==> src/rtl/ad_pkg.sv <==
// Shared types and default constants for the serial ADC front end.
// Latency: n/a (declarations only).
// Backpressure: n/a.
package ad_pkg;

    localparam int START_PHASE = 16;    // frame phase that launches a conversion
    localparam int CLK_DIV     = 20;    // clk cycles per adclk half-period
    localparam int NBITS       = 16;    // adclk cycles per conversion
    localparam int DATA_BITS   = 12;    // trailing bits kept as the result
    localparam int FRAME_LEN   = 8000;  // clk cycles per 200 us frame
    localparam int VOLT_W      = 16;    // width of the published result word

    typedef enum logic [2:0] {
        ST_IDLE,
        ST_SETUP,
        ST_SHIFT_LO,
        ST_SHIFT_HI,
        ST_DONE
    } ad_state_e;

endpackage

==> src/rtl/ad_avg4.sv <==
// Moving average of the last four conversion results, truncating divide by 4.
// Latency: avg_dat updates on the clk edge that samples in_vld high.
// Backpressure: none; in_vld is a single-cycle strobe accepted unconditionally.
module ad_avg4 #(
    parameter int DATA_BITS = 12
) (
    input  logic                 clk,
    input  logic                 rst_n,
    input  logic                 in_vld,
    input  logic [DATA_BITS-1:0] in_dat,
    output logic [DATA_BITS-1:0] avg_dat
);

    localparam int SW = DATA_BITS + 2;

    // hist_q[0] is the newest sample, hist_q[3] the oldest; sum_q tracks their total
    logic [DATA_BITS-1:0] hist_q [4];
    logic [DATA_BITS-1:0] hist_d [4];
    logic [SW-1:0]        sum_q;
    logic [SW-1:0]        sum_d;
    logic [DATA_BITS-1:0] avg_q;
    logic [DATA_BITS-1:0] avg_d;

    // Running sum: add the incoming sample, drop the one falling out of the window
    always_comb begin
        hist_d = hist_q;
        sum_d  = sum_q;
        avg_d  = avg_q;
        if (in_vld) begin
            hist_d[0] = in_dat;
            hist_d[1] = hist_q[0];
            hist_d[2] = hist_q[1];
            hist_d[3] = hist_q[2];
            sum_d     = sum_q + {2'b00, in_dat} - {2'b00, hist_q[3]};
            avg_d     = DATA_BITS'(sum_d >> 2);
        end
    end

    // History, sum and output registers; reset clears history so early outputs average against zero
    always_ff @(posedge clk) begin
        if (!rst_n) begin
            for (int i = 0; i < 4; i++) hist_q[i] <= '0;
            sum_q <= '0;
            avg_q <= '0;
        end else begin
            hist_q <= hist_d;
            sum_q  <= sum_d;
            avg_q  <= avg_d;
        end
    end

    assign avg_dat = avg_q;

endmodule

==> src/rtl/ad_sampler.sv <==
// Once-per-frame SPI-style read of a 12-bit serial ADC, published as the 16-bit volt word.
// Latency: cs_n falls 1 cycle after the phase match is sampled; volt updates CLK_DIV*(2*NBITS+1) later (+1 with AD_AVG_EN).
// Backpressure: none; a phase match outside IDLE is ignored. Define AD_AVG_EN to publish a 4-sample average.
module ad_sampler
    import ad_pkg::*;
#(
    parameter int START_PHASE = ad_pkg::START_PHASE,
    parameter int CLK_DIV     = ad_pkg::CLK_DIV,
    parameter int NBITS       = ad_pkg::NBITS,
    parameter int DATA_BITS   = ad_pkg::DATA_BITS
) (
    input  logic        clk,
    input  logic        rst_n,
    input  logic [15:0] tri_200us,
    input  logic        ad_in,
    output logic        adclk,
    output logic        cs_n,
    output logic [15:0] volt
);

    localparam int             CW        = (CLK_DIV > 1) ? $clog2(CLK_DIV) : 1;
    localparam int             BW        = $clog2(NBITS + 1);
    localparam logic [CW-1:0]  DIV_LAST  = CW'(CLK_DIV - 1);
    localparam logic [BW-1:0]  BIT_LAST  = BW'(NBITS);
    localparam logic [15:0]    START_VAL = 16'(START_PHASE);

    ad_state_e            state_q, state_d;
    logic [CW-1:0]        cnt_q, cnt_d;
    logic [BW-1:0]        bit_q, bit_d;
    logic [DATA_BITS-1:0] sreg_q, sreg_d;
    logic                 cs_n_q, cs_n_d;
    logic                 adclk_q, adclk_d;
    logic                 match_q, match_d;
    logic                 cnt_last;

    assign cnt_last = (cnt_q == DIV_LAST);

    // Conversion sequencer: next state, half-period timing, bit capture and pin levels
    always_comb begin
        state_d = state_q;
        cnt_d   = cnt_q;
        bit_d   = bit_q;
        sreg_d  = sreg_q;
        cs_n_d  = cs_n_q;
        adclk_d = adclk_q;
        match_d = (tri_200us == START_VAL);
        case (state_q)
            ST_IDLE: begin
                cs_n_d  = 1'b1;
                adclk_d = 1'b1;
                if (match_q) begin
                    state_d = ST_SETUP;
                    cs_n_d  = 1'b0;
                    cnt_d   = '0;
                    bit_d   = '0;
                end
            end
            ST_SETUP: begin
                if (cnt_last) begin
                    state_d = ST_SHIFT_LO;
                    adclk_d = 1'b0;
                    cnt_d   = '0;
                end else begin
                    cnt_d = cnt_q + 1'b1;
                end
            end
            ST_SHIFT_LO: begin
                if (cnt_last) begin
                    // ADC drove the bit on our falling edge; take it as adclk rises
                    state_d = ST_SHIFT_HI;
                    adclk_d = 1'b1;
                    cnt_d   = '0;
                    sreg_d  = {sreg_q[DATA_BITS-2:0], ad_in};
                    bit_d   = bit_q + 1'b1;
                end else begin
                    cnt_d = cnt_q + 1'b1;
                end
            end
            ST_SHIFT_HI: begin
                if (cnt_last) begin
                    cnt_d = '0;
                    if (bit_q == BIT_LAST) begin
                        state_d = ST_DONE;
                        cs_n_d  = 1'b1;
                    end else begin
                        state_d = ST_SHIFT_LO;
                        adclk_d = 1'b0;
                    end
                end else begin
                    cnt_d = cnt_q + 1'b1;
                end
            end
            ST_DONE: begin
                state_d = ST_IDLE;
            end
            default: begin
                state_d = ST_IDLE;
                cs_n_d  = 1'b1;
                adclk_d = 1'b1;
            end
        endcase
    end

    // Sequencer registers; reset aborts any conversion and parks the pins high
    always_ff @(posedge clk) begin
        if (!rst_n) begin
            state_q <= ST_IDLE;
            cnt_q   <= '0;
            bit_q   <= '0;
            sreg_q  <= '0;
            cs_n_q  <= 1'b1;
            adclk_q <= 1'b1;
            match_q <= 1'b0;
        end else begin
            state_q <= state_d;
            cnt_q   <= cnt_d;
            bit_q   <= bit_d;
            sreg_q  <= sreg_d;
            cs_n_q  <= cs_n_d;
            adclk_q <= adclk_d;
            match_q <= match_d;
        end
    end

    assign cs_n  = cs_n_q;
    assign adclk = adclk_q;

`ifdef AD_AVG_EN
    logic [DATA_BITS-1:0] avg_dat;

    // Result is stable in sreg_q during DONE; the averager registers it one cycle after cs_n rises
    ad_avg4 #(
        .DATA_BITS (DATA_BITS)
    ) u_avg (
        .clk     (clk),
        .rst_n   (rst_n),
        .in_vld  (state_q == ST_DONE),
        .in_dat  (sreg_q),
        .avg_dat (avg_dat)
    );

    assign volt = 16'(avg_dat);
`else
    logic [15:0] volt_q, volt_d;
    logic        done_enter;

    assign done_enter = (state_q == ST_SHIFT_HI) && cnt_last && (bit_q == BIT_LAST);

    // Raw result is published on the same edge that raises cs_n
    always_comb begin
        volt_d = volt_q;
        if (done_enter) begin
            volt_d = 16'(sreg_q);
        end
    end

    // Result register
    always_ff @(posedge clk) begin
        if (!rst_n) begin
            volt_q <= '0;
        end else begin
            volt_q <= volt_d;
        end
    end

    assign volt = volt_q;
`endif

endmodule

==> config.mk <==
export PLATFORM = sky130hd
export DESIGN_NAME = ad_sampler
export DESIGN_NICKNAME = d
export VERILOG_FILES = /design/src/rtl/ad_pkg.sv /design/src/rtl/ad_avg4.sv /design/src/rtl/ad_sampler.sv
export SDC_FILE = /design/constraint.sdc
export NUM_CORES = 1
export LEC_CHECK = 0
export ABC_AREA = 1
export ABC_CLOCK_PERIOD_IN_PS = 1700
export CAP_MARGIN = 20
export CORE_UTILIZATION = 40
export DETAILED_ROUTE_END_ITERATION = 8
export DONT_BUFFER_PORTS = 1
export HOLD_SLACK_MARGIN = 0.1
export PLACE_DENSITY = 0.53
export SLEW_MARGIN = 25
export SYNTH_ARGS = -nofsm -noshare
export SYNTH_HDL_FRONTEND = slang
export SYNTH_SLANG_ARGS = --single-unit
==> constraint.sdc <==
create_clock -name clk -period 1.7 [get_ports clk]
set_input_delay 0.255 -clock clk [delete_from_list [all_inputs] [get_ports clk]]
set_output_delay 0.255 -clock clk [all_outputs]
set_load 0.02 [all_outputs]
==> impl_metrics.yaml <==
logic_synthesis:
  synth_cells: 275
  netlist_area_sq_um: 1908
  yosysUniqueCellTypes: 26
  synth_common_cells: "nor2_1 (62), nand2_1 (59), dfxtp_1 (40)"
  yosysTopAreaCell: "dfxtp_1"
  synth_top_area_frac: 0.4197
  avgSynthCellArea_sq_um: 6.938
  synth_area_leaders: "dfxtp_1 (42%), nor2_1 (12%), nand2_1 (12%)"
  ys_ff_latch: 40
  synth_ff_type: "dfxtp_1"
  synth_edf_count: 0
  yosysMostFrequentCell: "nor2_1"
  async_reset_ff_frac: 0
  seq_area_frac_synth: 0.4197
  yosysWarnings: 0
hold_path:
  hold_depth: 2
  hold_path_class: "input pin to flop"
die:
  rows: 24
  dieWidth_um: 71.07
  die-area_sq_um: 5050
  num_io_pins: 37
  die_y_um: 71.07
  start_util: 0.4265
  core_sq_um: 4474
timing:
  setup_viol: 0
  layout_min_cycle_time_ns: 1.510
  setup-tns-final_ns: 0
  fmax_mhz: 662.3
  min_period_over_period: 0.8882
  rsz0062_at_grt: "false"
  skew_ns: 0.001986
  finalMaxSlewViolations: 0
  relSlewSlack: 0.3822
  worstMarginPinSlew_ns: 0.9268
  hold_violations: 0
setup_path:
  cp_num_cells: 8
  crit_path_end_kind: "flop"
  path_class: "flop to flop"
  critPathMaxStageDelay_ns: 0.37
  path_common_cell: "nand2_1"
  crit_path_max_fanout: 24
  critPathRequiredTime_ns: 1.93
  worst_ep_arrival_time_ns: 1.74
  critical-path-slowest-cell: "dfxtp_1"
  start_kind: "flop"
  reg2reg_depth: 8
  crit_buf_inv: 1
  critical-path-top-delay-family: "simple AND/OR/NAND/NOR gates"
  path_cells: "ha_1 > nand2_1 > nor2_4 > nand4_4 > buf_12 > nand2_1 > nand2_1 > nor2_1"
finish:
  diodes: 0
  drive_gt1_frac: 0.08303
  finalNonFillerCells: 329
  postLayoutCoreUtil: 0.4642
  syn_to_final_growth_pct: 8.852
  fill_cells: 455
  fin_nets: 299
  final_area_sq_um: 2077
outcome:
  status: "finished, violations left"
  violations: "design-rule violations"
clocking:
  numClockSinks: 40
  cts_htree_levels: 2
  clkTransAtPathRegs_ns: 0.07
  cts_tree: "yes"
  cts_buffer_depth: 2
  cts-root-buf: "clkbuf_8"
  clkLatencyLatePin_ns: 0.29
  numCtsBuffers: 5
grt:
  grt_use_total: 0.1715
  grt_pass1_vias: 1492
  antenna_found_initial: 0
  overflow: 0
  grt_pass1_wl_mm: 6.768
  grt_max_degree: 29
route:
  drtPass1Iterations: 6
  drt_iter0_markers: 63
  vias: 1570
  wl_per_cell_um: 11.34
  wl_mm: 3.730
  antenna_left: 0
  drcViolationCount: 2
  avgViaCountPerCell: 4.772
placed_design:
  port_buffers: 0
  hpwl_mm: 2.495
  placed_cells: 320
  post_dp_cell_area_sq_um: 1926
  gp_congestion: 0.8087
pwr:
  total_power_mw: 1.869
  vdd_drop_max_mv: 0.4212
  p_leak_nw: 1.013
  powerDensity_nw_per_um2: 900.0
run:
  drv_cap: 0
-- cell usage in the layout (no fill, tap or decap) --
cell type       synthesis  routed
xor2_1                  2       2
nand3_1                16      16
buf_12                  0       1
nor3_1                  2       2
nor2_1                 62      62
nor2_4                  3       3
nor4_1                  2       2
nand3b_1                1       1
ha_1                    3       3
a21oi_1                11      11
nand2_1                59      59
bufinv_16               0       2
buf_4                   4       2
nand2_4                 1       1
nand4_1                 7       7
dlymetal6s4s_1          0       1
o21ai_1                 1       1
conb_1                  1       4
o21ai_0                14      14
nand2_2                 4       4
clkinv_1                2       2
inv_2                   2       2
clkbuf_8                0       5
nand4_4                 1       1
dlygate4sd3_1           0       1
inv_1                  26      26
nor2_2                  2       2
dfxtp_1                40      40
-- where the power goes --
part	internal [mW]	total, mW	switching [mW]
Sequential	0.936	0.936	0.00000362
Combinational	0.00704	0.0311	0.0240
Clock	0.578	0.902	0.325
Total	1.52	1.87	0.349
-- path summary, 6_finish.rpt --
kind / startpoint / endpoint / slack, ns
setup / recovery: cnt_q[0]$_SDFFE_PN0P_ / volt[5]$_SDFFE_PN0P_ / 0.19
hold / removal: tri_200us[4] / match_q$_SDFF_PN0_ / 0.11
setup reg to reg: cnt_q[0]$_SDFFE_PN0P_ / volt[5]$_SDFFE_PN0P_ / 0.19
hold reg to reg: cnt_q[1]$_SDFFE_PN0P_ / cnt_q[1]$_SDFFE_PN0P_ / 0.48
-- routing by layer --
layer	wire length, um	GRT usage
met1	1907	0.2195
met2	1586	0.2756
met3	191	0.05556
met4	43	0.05333
met5	0	0
-- sequential cells by signal, summed over array words and instances, names as in the netlist --
name,flops
cnt_q,5
bit_q,5
volt,12
match_q,1
adclk,1
sreg_q,12
cs_n,1
state_q,3
-- kinds of logic after synthesis --
group           share of synthesized area
simple gates                       0.3731
buf+inv                            0.1082
flops                              0.4197
compound gates                    0.06819
fa+ha+maj                         0.01967
xor+xnor                         0.009182
other cells                      0.001965
-- area by class of cell --
type	instances	area, sq um	share of cell area
Sequential cell	40	800.8	0.3855
Clock inverter	2	60.06	0.02892
Tap cell	52	65.06	0.03133
Multi-Input combinational cell	195	912.1	0.4392
Inverter	30	112.6	0.05422
Clock buffer	5	68.82	0.03313
Timing Repair Buffer	5	57.56	0.02771
-- metrics by stage --
| step | hold slack (ns) | setup slack [ns] |
|---|---|---|
| 2_1_floorplan | 0.3899 | 0.3104 |
| 3_3_place_gp | 0.3458 | 0.2252 |
| 3_5_place_dp | 0.3464 | 0.2067 |
| 4_1_cts | 0.1022 | 0.1635 |
| 5_1_grt | 0.1196 | 0.004228 |
| 6_report | 0.1101 | 0.1901 |
-- what timing repair did --
item | in CTS | in global routing
hold buffers | 2 | 0
setup endpoints to repair | 0 | 3
buffers inserted | 0 | 0
hold endpoints to repair | 28 | 0
gates resized for setup | 0 | 1
Note: power is estimated with default switching activity, not from simulation.
